$ cat config.mk
export PLATFORM = sky130hd
export DESIGN_NAME = spi_digit_receiver_flat
export DESIGN_NICKNAME = d
export VERILOG_FILES = /design/src/rtl/spi_digit_receiver_if.sv /design/src/rtl/spi_digit_receiver.sv /design/src/flat_wrapper.sv
export SDC_FILE = /design/constraint.sdc
export NUM_CORES = 1
export LEC_CHECK = 0
export CORE_MARGIN = 10
export CORE_UTILIZATION = 55
export DETAILED_ROUTE_END_ITERATION = 7
export HOLD_SLACK_MARGIN = 0.02
export PLACE_DENSITY = 0.78
export SYNTH_ARGS = -nofsm -noshare
export SYNTH_HDL_FRONTEND = slang
export SYNTH_SLANG_ARGS = --single-unit
$ cat constraint.sdc
create_clock -name pixClk -period 5.05 [get_ports pixClk]
set_input_delay 1.515 -clock pixClk [delete_from_list [all_inputs] [get_ports pixClk]]
set_output_delay 1.515 -clock pixClk [all_outputs]
set_load 0.01 [all_outputs]
$ cat src/rtl/spi_digit_receiver_if.sv
// spi_digit_receiver_if
//   Bundles the MCU-facing SPI pins, the vblank tick and the display-side
//   outputs of spi_digit_receiver.
//   master modport: MCU / bench side (drives sck, sdi, csN, frameTick).
//   slave  modport: the receiver (drives digit, digitEn, digitChanged,
//                   errFlag and the fsm_state debug view).
//
// Transfer semantics: a transaction is one csN-low window. It is valid only
// if it carries exactly BITS rising sck edges and a legal byte; a valid byte
// is handed to the display either at the next frameTick (frame-synced build)
// or directly after the frame check. There is no back-pressure: the receiver
// is always ready, and digitChanged is a one-cycle strobe with no acknowledge.
interface spi_digit_receiver_if;
    logic       sck;
    logic       sdi;
    logic       csN;
    logic       frameTick;
    logic [3:0] digit;
    logic       digitEn;
    logic       digitChanged;
    logic       errFlag;
    logic [2:0] fsm_state;

    modport master (
        output sck, sdi, csN, frameTick,
        input  digit, digitEn, digitChanged, errFlag, fsm_state
    );

    modport slave (
        input  sck, sdi, csN, frameTick,
        output digit, digitEn, digitChanged, errFlag, fsm_state
    );
endinterface

$ cat src/rtl/spi_digit_receiver.sv
// spi_digit_receiver
//   SPI slave (mode 0, MSB first) running in the pixClk domain. Oversamples
//   the asynchronous SCK/SDI/CSn pins, validates each 8-bit frame
//   ([7]=enable, [6:4]=reserved zero, [3:0]=digit) and drives the committed
//   digit/enable shown by the VGA digit display.
// Ports
//   pixClk  : pixel clock
//   reset   : asynchronous, active-high
//   bus     : spi_digit_receiver_if.slave (sck, sdi, csN, frameTick in;
//             digit, digitEn, digitChanged, errFlag, fsm_state out)
// Build option
//   DIGIT_FRAME_SYNC_EN : when defined, accepted bytes wait in a pending
//   register and commit on frameTick (tear-free). When undefined, frameTick
//   is ignored and accepted bytes go straight to the outputs.
module spi_digit_receiver #(
    parameter int BITS        = 8,
    parameter int SYNC_STAGES = 2,
    parameter int MAX_DIGIT   = 9
) (
    input  logic                 pixClk,
    input  logic                 reset,
    spi_digit_receiver_if.slave  bus
);
    localparam int CNT_W    = $clog2(BITS + 1);
    localparam int SETTLE_W = $clog2(SYNC_STAGES + 2);
    localparam logic [CNT_W-1:0]    CNT_FULL   = CNT_W'(BITS);
    localparam logic [SETTLE_W-1:0] SETTLE_MAX = SETTLE_W'(SYNC_STAGES + 1);

    typedef enum logic [2:0] {
        WAIT_IDLE = 3'd0,
        IDLE      = 3'd1,
        SHIFT     = 3'd2,
        FULL      = 3'd3,
        CHECK     = 3'd4
    } state_t;

    state_t                 state_q, state_d;
    logic [SYNC_STAGES-1:0] sck_sync_q, sck_sync_d;
    logic [SYNC_STAGES-1:0] sdi_sync_q, sdi_sync_d;
    logic [SYNC_STAGES-1:0] cs_sync_q, cs_sync_d;
    logic                   sck_prev_q, sck_prev_d;
    logic                   cs_prev_q, cs_prev_d;
    logic [SETTLE_W-1:0]    settle_q, settle_d;
    logic [CNT_W-1:0]       bit_cnt_q, bit_cnt_d;
    logic [BITS-1:0]        shift_q, shift_d;
    logic                   overrun_q, overrun_d;
    logic                   err_q, err_d;
    logic [4:0]             out_q, out_d;        // {enable, digit}
    logic                   changed_q, changed_d;
`ifdef DIGIT_FRAME_SYNC_EN
    logic [4:0]             pending_q, pending_d;
    logic                   pend_valid_q, pend_valid_d;
`else
    logic                   chg_pend_q, chg_pend_d;
    logic                   unused_frame_tick;
    assign unused_frame_tick = bus.frameTick;
`endif

    logic       sck_s, sdi_s, cs_s;
    logic       sck_rise, cs_rise, cs_fall;
    logic       frame_ok, accept;
    logic [4:0] new_val;

    assign sck_s    = sck_sync_q[SYNC_STAGES-1];
    assign sdi_s    = sdi_sync_q[SYNC_STAGES-1];
    assign cs_s     = cs_sync_q[SYNC_STAGES-1];
    assign sck_rise = sck_s & ~sck_prev_q;
    assign cs_rise  = cs_s & ~cs_prev_q;
    assign cs_fall  = ~cs_s & cs_prev_q;
    assign new_val  = {shift_q[7], shift_q[3:0]};
    assign frame_ok = !overrun_q && (shift_q[6:4] == 3'b000)
                      && (int'(shift_q[3:0]) <= MAX_DIGIT);

    always_comb begin
        sck_sync_d = {sck_sync_q[SYNC_STAGES-2:0], bus.sck};
        sdi_sync_d = {sdi_sync_q[SYNC_STAGES-2:0], bus.sdi};
        cs_sync_d  = {cs_sync_q[SYNC_STAGES-2:0], bus.csN};
        sck_prev_d = sck_s;
        cs_prev_d  = cs_s;
        // The synchronizers reset to idle values, so cs_s reads high until the
        // real pin level has propagated; WAIT_IDLE must not trust it earlier.
        settle_d   = (settle_q != SETTLE_MAX) ? settle_q + SETTLE_W'(1) : settle_q;
        state_d    = state_q;
        bit_cnt_d  = bit_cnt_q;
        shift_d    = shift_q;
        overrun_d  = overrun_q;
        err_d      = err_q;
        accept     = 1'b0;

        case (state_q)
            WAIT_IDLE: begin
                if (settle_q == SETTLE_MAX && cs_s) state_d = IDLE;
            end
            IDLE: begin
                if (cs_fall) begin
                    state_d   = SHIFT;
                    bit_cnt_d = '0;
                    shift_d   = '0;
                    overrun_d = 1'b0;
                end
            end
            SHIFT: begin
                // A same-cycle sck edge is counted before csN is looked at.
                if (sck_rise) begin
                    shift_d   = {shift_q[BITS-2:0], sdi_s};
                    bit_cnt_d = bit_cnt_q + CNT_W'(1);
                end
                if (cs_rise) begin
                    if (bit_cnt_d == CNT_FULL) begin
                        state_d = CHECK;
                    end else begin
                        state_d = IDLE;
                        err_d   = 1'b1;
                    end
                end else if (bit_cnt_d == CNT_FULL) begin
                    state_d = FULL;
                end
            end
            FULL: begin
                if (sck_rise) overrun_d = 1'b1;
                if (cs_rise)  state_d   = CHECK;
            end
            CHECK: begin
                state_d = IDLE;
                if (frame_ok) accept = 1'b1;
                else          err_d  = 1'b1;
            end
            default: state_d = WAIT_IDLE;
        endcase
    end

    always_comb begin
        out_d     = out_q;
        changed_d = 1'b0;
`ifdef DIGIT_FRAME_SYNC_EN
        pending_d    = pending_q;
        pend_valid_d = pend_valid_q;
        if (bus.frameTick && pend_valid_q) begin
            out_d        = pending_q;
            pend_valid_d = 1'b0;
            changed_d    = (pending_q != out_q);
        end
        // Applied after the commit so a coinciding accept stays pending.
        if (accept) begin
            pending_d    = new_val;
            pend_valid_d = 1'b1;
        end
`else
        changed_d  = chg_pend_q;
        chg_pend_d = 1'b0;
        if (accept) begin
            out_d      = new_val;
            chg_pend_d = (new_val != out_q);
        end
`endif
    end

    always_ff @(posedge pixClk or posedge reset) begin
        if (reset) begin
            state_q    <= WAIT_IDLE;
            sck_sync_q <= '0;
            sdi_sync_q <= '0;
            cs_sync_q  <= '1;
            sck_prev_q <= 1'b0;
            cs_prev_q  <= 1'b1;
            settle_q   <= '0;
            bit_cnt_q  <= '0;
            shift_q    <= '0;
            overrun_q  <= 1'b0;
            err_q      <= 1'b0;
            out_q      <= '0;
            changed_q  <= 1'b0;
`ifdef DIGIT_FRAME_SYNC_EN
            pending_q    <= '0;
            pend_valid_q <= 1'b0;
`else
            chg_pend_q <= 1'b0;
`endif
        end else begin
            state_q    <= state_d;
            sck_sync_q <= sck_sync_d;
            sdi_sync_q <= sdi_sync_d;
            cs_sync_q  <= cs_sync_d;
            sck_prev_q <= sck_prev_d;
            cs_prev_q  <= cs_prev_d;
            settle_q   <= settle_d;
            bit_cnt_q  <= bit_cnt_d;
            shift_q    <= shift_d;
            overrun_q  <= overrun_d;
            err_q      <= err_d;
            out_q      <= out_d;
            changed_q  <= changed_d;
`ifdef DIGIT_FRAME_SYNC_EN
            pending_q    <= pending_d;
            pend_valid_q <= pend_valid_d;
`else
            chg_pend_q <= chg_pend_d;
`endif
        end
    end

    assign bus.digit        = out_q[3:0];
    assign bus.digitEn      = out_q[4];
    assign bus.digitChanged = changed_q;
    assign bus.errFlag      = err_q;
    assign bus.fsm_state    = state_q;
endmodule

$ cat src/flat_wrapper.sv
// flat-port wrapper written by rule: the top's interface ports become plain ports
module spi_digit_receiver_flat 
#(
    parameter int BITS        = 8,
    parameter int SYNC_STAGES = 2,
    parameter int MAX_DIGIT   = 9
)
  (pixClk, reset, bus_sck, bus_sdi, bus_csN, bus_frameTick, bus_digit, bus_digitEn, bus_digitChanged, bus_errFlag, bus_fsm_state);
  spi_digit_receiver_if bus_i ();
  input  logic pixClk;
  input  logic reset;
  input wire logic [$bits(bus_i.sck)-1:0] bus_sck;
  input wire logic [$bits(bus_i.sdi)-1:0] bus_sdi;
  input wire logic [$bits(bus_i.csN)-1:0] bus_csN;
  input wire logic [$bits(bus_i.frameTick)-1:0] bus_frameTick;
  output wire logic [$bits(bus_i.digit)-1:0] bus_digit;
  output wire logic [$bits(bus_i.digitEn)-1:0] bus_digitEn;
  output wire logic [$bits(bus_i.digitChanged)-1:0] bus_digitChanged;
  output wire logic [$bits(bus_i.errFlag)-1:0] bus_errFlag;
  output wire logic [$bits(bus_i.fsm_state)-1:0] bus_fsm_state;
  assign bus_i.sck = bus_sck;
  assign bus_i.sdi = bus_sdi;
  assign bus_i.csN = bus_csN;
  assign bus_i.frameTick = bus_frameTick;
  assign bus_digit = bus_i.digit;
  assign bus_digitEn = bus_i.digitEn;
  assign bus_digitChanged = bus_i.digitChanged;
  assign bus_errFlag = bus_i.errFlag;
  assign bus_fsm_state = bus_i.fsm_state;
  spi_digit_receiver #(.BITS(BITS), .SYNC_STAGES(SYNC_STAGES), .MAX_DIGIT(MAX_DIGIT)) u_core (.pixClk(pixClk), .reset(reset), .bus(bus_i));
endmodule
Word-level counts from Yosys, hierarchy flattened
Index checks and enable logic that the tools add are counted.
{ "totals": {"wordCells": 78, "register_bits": 34, "input_bits": 6} }
{ "op_classes": {"addsub": 2, "eq_ne": 17, "bitwise": 6, "muxes": 24, "reduce_logical": 14, "n_lt_le_gt_ge": 1} }
{ "ops": {"columns": ["operator", "count"], "rows": [
  ["3-bit 2-to-1 mux", 6],
  ["8-bit 2-to-1 mux", 2],
  ["8-bit one-hot mux with 2 select lines", 1],
  ["3-bit one-hot mux with 5 select lines", 1],
  ["4-bit 2-to-1 mux", 3],
  ["2-bit by 1-bit inequality test with 1-bit output (second input constant)", 6],
  ["1-bit 2-to-1 mux", 8],
  ["4-bit one-hot mux with 2 select lines", 1],
  ["4-bit AND reduction", 2],
  ["3-bit by 2-bit equality test with 1-bit output (second input constant)", 2],
  ["3-bit logical NOT", 2],
  ["2-bit inequality test (second input constant)", 3],
  ["3-bit AND reduction", 2],
  ["2-bit nonzero test", 3],
  ["5-bit inequality test", 1],
  ["4-bit by 1-bit adder with 4-bit output (second input constant)", 1],
  ["4-bit equality test (second input constant)", 1],
  ["4-bit less-or-equal comparator (second input constant)", 1],
  ["1-bit one-hot mux with 2 select lines", 2],
  ["1-bit bitwise AND", 3],
  ["3-bit by 1-bit equality test with 1-bit output (second input constant)", 1],
  ["3-bit equality test (second input constant)", 1],
  ["1-bit logical AND", 3],
  ["3-bit by 1-bit inequality test with 1-bit output (second input constant)", 1],
  ["other kinds (5)", 7]
]} }

Longest topological paths before layout
Gate-level depths: netlist of the first run.
{ "depth": {"ltp_word": 8, "ltp_mapped": 6, "depth_no_buf": 6} }

Worst setup path after synthesis of the first run
OpenSTA, ideal clock, no wires.
{ "synth_timing": {"path_type": "reg-to-output", "startpoint": "register u_core.state_q[1] (netlist: u_core.bus.fsm_state[1])", "endpoint": "output bus_fsm_state[1]", "t_arrival_ps": 427, "required_time_ps": 3535, "stages_incl_launch_ff": 1, "path_slack_ps": 3108, "cell_sequence": "dfrtp_1"} }
{ "synth_rtl": {"columns": ["element", "line_no", "text"], "rows": [
  ["start: declaration", "spi_digit_receiver.sv:37", "state_t state_q, state_d;"],
  ["start signal: assignment", "spi_digit_receiver.sv:180", "state_q <= state_d;"],
  ["end: declaration", "flat_wrapper.sv:20", "output wire logic [$bits(bus_i.fsm_state)-1:0] bus_fsm_state;"]
]} }
No word-level cell between the ends.

Final worst setup path of the first run
{ "layout_timing": {"startpoint": "register u_core.state_q[0] (netlist: u_core.bus.fsm_state[0])", "endpoint": "output bus_fsm_state[0]"} }
No word-level cell between the ends.

==> results.sh, run 1 <==
export IMPL_drt_initial_drc_count=24
export IMPL_core_um2=2450
export IMPL_cap_violations=0
export IMPL_critPathTopFamily="buffers and inverters"
export IMPL_p_per_area_nw_per_um2=404
export IMPL_ys_types=33
export IMPL_syn_to_final_growth_pct=15.8
export IMPL_synth_net_count=116
export IMPL_ant_nets=0
export IMPL_post_cts_resize_count=0
export IMPL_post_cts_buffers=0
export IMPL_drive_gt1_share_pct=18.0
export IMPL_synthCells=108
export IMPL_period_share_pct=58.8
export IMPL_avgSynthCellArea_um2=13.0
export IMPL_setup_viol=0
export IMPL_finalHoldViolations=0
export IMPL_critPathKind="reg2out"
export IMPL_grt_first_pass_wirelength_mm=4.13
export IMPL_grt_ovfl_total=0
export IMPL_vias=893
export IMPL_cp_arrival_ps=1450
export IMPL_cp_end_kind="primary output"
export IMPL_cts_htree_levels=2
export IMPL_diodes=0
export IMPL_hold_ws_ps=356
export IMPL_relSlewSlack_pct=25.5
export IMPL_cts_tree="yes"
export IMPL_cts_num_sinks=34
export IMPL_num_rows=18
export IMPL_fin_crit_ps=2970
export IMPL_final_cell_mix="dfrtp_1, clkdlybuf4s50_1, a22o_1"
export IMPL_cts_made_buffers=5
export IMPL_antenna_found_initial=0
export IMPL_synth_xor_area_share_pct=4.37
export IMPL_post_place_cells=150
export IMPL_status="complete, no violations"
export IMPL_p_leak_uw=0.000723
export IMPL_dieHeight_um=70.5
export IMPL_gp_congestion=0.734
export IMPL_worstSetupStartpointType="flop"
export IMPL_path_buf_inv=1
export IMPL_ys_warn_count=0
export IMPL_worst_path_max_delay_cell="clkdlybuf4s50_1"
export IMPL_grt_max_degree=25
export IMPL_stdcell_count=158
export IMPL_ys_seq_elements=34
export IMPL_track_usage_pct=10.5
export IMPL_routed_via_density=5.65
export IMPL_yosys_mux_area_fraction_pct=5.62
export IMPL_synth_top_family_by_area="compound AO/OA/AOI/OAI gates"
export IMPL_ir_worst_vdd_uv=332
export IMPL_route_detailed_drc=0
export IMPL_synth_compound_gate_area_share_pct=14.5
export IMPL_required_ps=3540
export IMPL_dr_pass1_iters=4
export IMPL_fin_nets=135
export IMPL_synthFlopType="dfrtp_1"
export IMPL_fin_skew_ps=9.35
export IMPL_async_reset_ff_share_pct=100
export IMPL_timing_setup_tns_ps=0
export IMPL_synth_simple_area_share_pct=11.2
export IMPL_path_cells="clkdlybuf4s50_1"
export IMPL_worstPathMaxFanout=10
export IMPL_clock_latency_ps=340
export IMPL_clkTransAtPathRegs_ps=90
export IMPL_slew_violations=0
export IMPL_fmax_mhz=337
export IMPL_hold_class="reg2reg"
export IMPL_ys_seq_area_share_pct=60.9
export IMPL_post_drt_wl_per_cell_um=15.1
export IMPL_die_w_um=70.5
export IMPL_hpwl_mm=1.80
export IMPL_worstMarginPinSlew_ps=1110
export IMPL_port_buffers=14
export IMPL_routed_wl_mm=2.39
export IMPL_crit_path_max_incr_delay_ps=600
export IMPL_start_util_pct=57.1
export IMPL_final_common_cell="dfrtp_1"
export IMPL_clock_root_buffer="clkbuf_4"
export IMPL_io_pins=16
export IMPL_rsz0062_at_grt="false"
export IMPL_grt_pass1_vias=911
export IMPL_dieArea_um2=4970
export IMPL_synth_edf_count=0
export IMPL_syn_area_um2=1400
export IMPL_clockBufferDepth=2
export IMPL_synth_adder_area_share_pct=1.78
export IMPL_ctsHoldBuffers=0
-- flip-flops by register name, summed over array words and instances (netlist names) --
register	count
u_core.sdi_sync_q	2
u_core.bit_cnt_q	4
u_core.bus.digitChanged	1
u_core.out_q	5
u_core.cs_sync_q	2
u_core.overrun_q	1
u_core.sck_sync_q	2
u_core.changed_d	1
u_core.bus.fsm_state	3
u_core.sck_prev_q	1
u_core.settle_q	2
u_core.cs_prev_q	1
u_core.bus.errFlag	1
u_core.shift_q	8
-- worst paths after layout --
path	startpoint	to	slack [ps]	cells past startpoint
min	u_core.sck_sync_q[0]	u_core.sck_sync_q[1]	360	0
max reg2reg	u_core.bus.fsm_state[2]	u_core.bit_cnt_q[0]	2630	4
min reg2reg	u_core.sck_sync_q[0]	u_core.sck_sync_q[1]	360	0
max	u_core.bus.fsm_state[0]	bus_fsm_state[0]	2080	1
max in group asynchronous	reset	u_core.out_q[2]	2970	3
min in group asynchronous	reset	u_core.bus.fsm_state[0]	1450	2
-- cells in the mapped netlist (2+ instances only) --
master    instances  area share [%]
nor3_1            3             1.1
xor2_1            3             1.9
or3_1             2            0.89
mux2_2            7             5.6
nand2b_1          3             1.3
a21oi_1           3             1.1
xnor2_1           4             2.5
dfrtp_1          31              55
dfstp_2           3             5.6
nand3b_1          3             1.6
o21ai_0           5             1.8
nor2_1            4             1.1
inv_1             2            0.54
ha_1              2             1.8
nand3_1           2            0.71
a22o_1           10             6.2
nand2_1           5             1.3
-- metrics by stage --
| step | cell area (µm²) | util [%] | total power [µW] | worst slack [ps] |
|---|---|---|---|---|
| 2_1_floorplan | 1400 | - | 464 | 2790 |
| 3_3_place_gp | 1570 | 64.0 | 515 | 2450 |
| 3_5_place_dp | 1570 | 64.0 | 523 | 2450 |
| 4_1_cts | 1620 | 66.2 | 666 | 2070 |
| 5_1_grt | 1620 | 66.2 | 703 | 2010 |
| 6_report | 1620 | 66.2 | 656 | 2080 |
-- layout make-up --
cell class	count	area (µm²)
sequential	34	855
clock inverter	1	7.51
fill	190	831
multi-input combinational	69	524
clock buffer	7	45.0
timing repair buffer	15	148
inverter	2	7.51
tap	30	37.5
-- power by group --
part / leakage (µW) / internal (µW) / switching, µW / total [µW]
combinational: 0.000267 / 87.5 / 78.8 / 166
sequential: 0.000431 / 308 / 41.6 / 350
clock: 0.0000255 / 54.8 / 84.6 / 139
total: 0.000723 / 451 / 205 / 656
-- per-layer routing --
metal	track usage, %	vias up	routed length, µm
li1	-	431	-
met1	11.1	436	1030
met2	16.8	21	1180
met3	5.65	5	138
met4	5.04	0	45
met5	0	-	0
-- logic make-up after synthesis --
logic type               after synthesis
adder cells (fa/ha/maj)                2
AND/OR/NAND/NOR                       28
flip-flops                            34
multiplexers                           7
buffers and inverters                  5
XOR/XNOR                               7
AO/OA/AOI/OAI                         25
No activity file was read; power rests on OpenSTA's default activity.
==> run 2, diff against run 1 <==
CORE_UTILIZATION = 49   (was 55)
PLACE_DENSITY = 0.74   (was 0.78)
clock period = 2.7 ns   (was 5.05 ns; I/O delays follow)
==> results.sh, run 2 (synthesized netlist as in run 1, its figures left out) <==
export IMPL_cp_arrival_ps=2590
export IMPL_clkTransAtPathRegs_ps=100
export IMPL_core_um2=2760
export IMPL_ctsHoldBuffers=0
export IMPL_grt_max_degree=35
export IMPL_port_buffers=14
export IMPL_cts_made_buffers=5
export IMPL_hpwl_mm=1.76
export IMPL_fmax_mhz=425
export IMPL_largest_register_ffs=8
export IMPL_final_common_cell="dfrtp_1"
export IMPL_r2r_slack_ps=350
export IMPL_post_cts_buffers=0
export IMPL_vias=895
export IMPL_cts_htree_levels=2
export IMPL_finalWorstSetupSlack_ps=346
export IMPL_fillers=220
export IMPL_syn_to_final_growth_pct=17.7
export IMPL_worstMarginPinSlew_ps=1040
export IMPL_num_rows=19
export IMPL_hold_class="reg2reg"
export IMPL_required_ps=2930
export IMPL_rsz0062_at_grt="false"
export IMPL_ir_worst_vdd_uv=557
export IMPL_die_w_um=73.5
export IMPL_track_usage_pct=10.2
export IMPL_cts_tree="yes"
export IMPL_cap_violations=0
export IMPL_p_leak_uw=0.000742
export IMPL_clock_latency_ps=350
export IMPL_post_cts_resize_count=0
export IMPL_route_detailed_drc=0
export IMPL_diodes=0
export IMPL_clockBufferDepth=2
export IMPL_routed_wl_mm=2.39
export IMPL_critPathKind="reg2reg"
export IMPL_io_pins=16
export IMPL_period_share_pct=87.2
export IMPL_reg_largest_list="u_core.shift_q (8), u_core.out_q (5), u_core.bit_cnt_q (4)"
export IMPL_status="complete, no violations"
export IMPL_design_area_um2=1650
export IMPL_cp_end_kind="flop"
export IMPL_slew_violations=0
export IMPL_setup_viol=0
export IMPL_start_util_pct=50.9
export IMPL_cts_num_sinks=34
export IMPL_dieHeight_um=73.5
export IMPL_gp_congestion=0.796
export IMPL_relSlewSlack_pct=30.2
export IMPL_final_cell_mix="dfrtp_1, clkdlybuf4s50_1, a22o_1"
export IMPL_fin_skew_ps=14.3
export IMPL_dr_pass1_iters=4
export IMPL_seq_area_um2=855
export IMPL_grt_first_pass_wirelength_mm=4.16
export IMPL_fin_nets=135
export IMPL_largest_register="u_core.shift_q"
export IMPL_grt_ovfl_total=0
export IMPL_drt_initial_drc_count=33
export IMPL_worstPathMaxFanout=11
export IMPL_dpl_cell_area_um2=1570
export IMPL_multi_input_area_um2=524
export IMPL_routed_via_density=5.63
export IMPL_worstSetupStartpointType="flop"
export IMPL_dieArea_um2=5400
export IMPL_pre_cts_ws_ps=332
export IMPL_stdcell_count=159
export IMPL_post_place_cells=151
export IMPL_grt_pass1_vias=918
export IMPL_finalHoldViolations=0
export IMPL_p_per_area_nw_per_um2=800
export IMPL_post_drt_wl_per_cell_um=15.0
export IMPL_ant_nets=0
export IMPL_p_total_uw=1320
export IMPL_antenna_found_initial=0
export IMPL_clock_root_buffer="clkbuf_4"
export IMPL_timing_setup_tns_ps=0
export IMPL_drive_gt1_share_pct=19.5
export IMPL_fin_crit_ps=2350
==> run 2: final timing paths <==
path                                               from                   to  cells after the start
max in group asynchronous                         reset  u_core.cs_sync_q[1]                      3
worst max-delay path            u_core.bus.fsm_state[2]  u_core.bit_cnt_q[0]                      4
worst min register to register      u_core.cs_sync_q[0]  u_core.cs_sync_q[1]                      0
min in group asynchronous                         reset    u_core.shift_q[0]                      3
worst min-delay path                u_core.cs_sync_q[0]  u_core.cs_sync_q[1]                      0
worst max register to register  u_core.bus.fsm_state[2]  u_core.bit_cnt_q[0]                      4
==> run 2: layout make-up <==
type	instances	share of cell area [%]
clock buffers	5	2.27
well taps	31	2.35
inverters	2	0.455
flip-flops and latches	34	51.8
repair buffers	15	8.95
clock inverters	3	2.43
multi-input cells	69	31.8
==> run 2: through the flow <==
stage                     utilization, %  hold slack, ps
final                               59.8             362
after global routing                59.8             373
after CTS                           59.8             364
after detailed placement            57.0             342
after global placement              57.0             335
after floorplan                        -             331
==> run 2: power breakdown <==
| group | internal, µW | switching, µW |
|---|---|---|
| combinational | 163 | 139 |
| sequential | 577 | 79.3 |
| clock | 192 | 170 |
==> run 2: per-layer routing <==
layer | vias up | global-route usage (%) | part of all wire [%]
met4 | 0 | 6.83 | 3.2
li1 | 427 | - | -
met2 | 16 | 15.6 | 50
met5 | - | 0 | 0
met1 | 444 | 10.7 | 42
met3 | 8 | 5.38 | 4.9
==> run 2: worst max-delay path, stage by stage (launching register included) <==
cell and delay, ps:
dfrtp_1 440, nand2b_1 240, nor3_1 820, nor2b_1 360, mux2_2 370
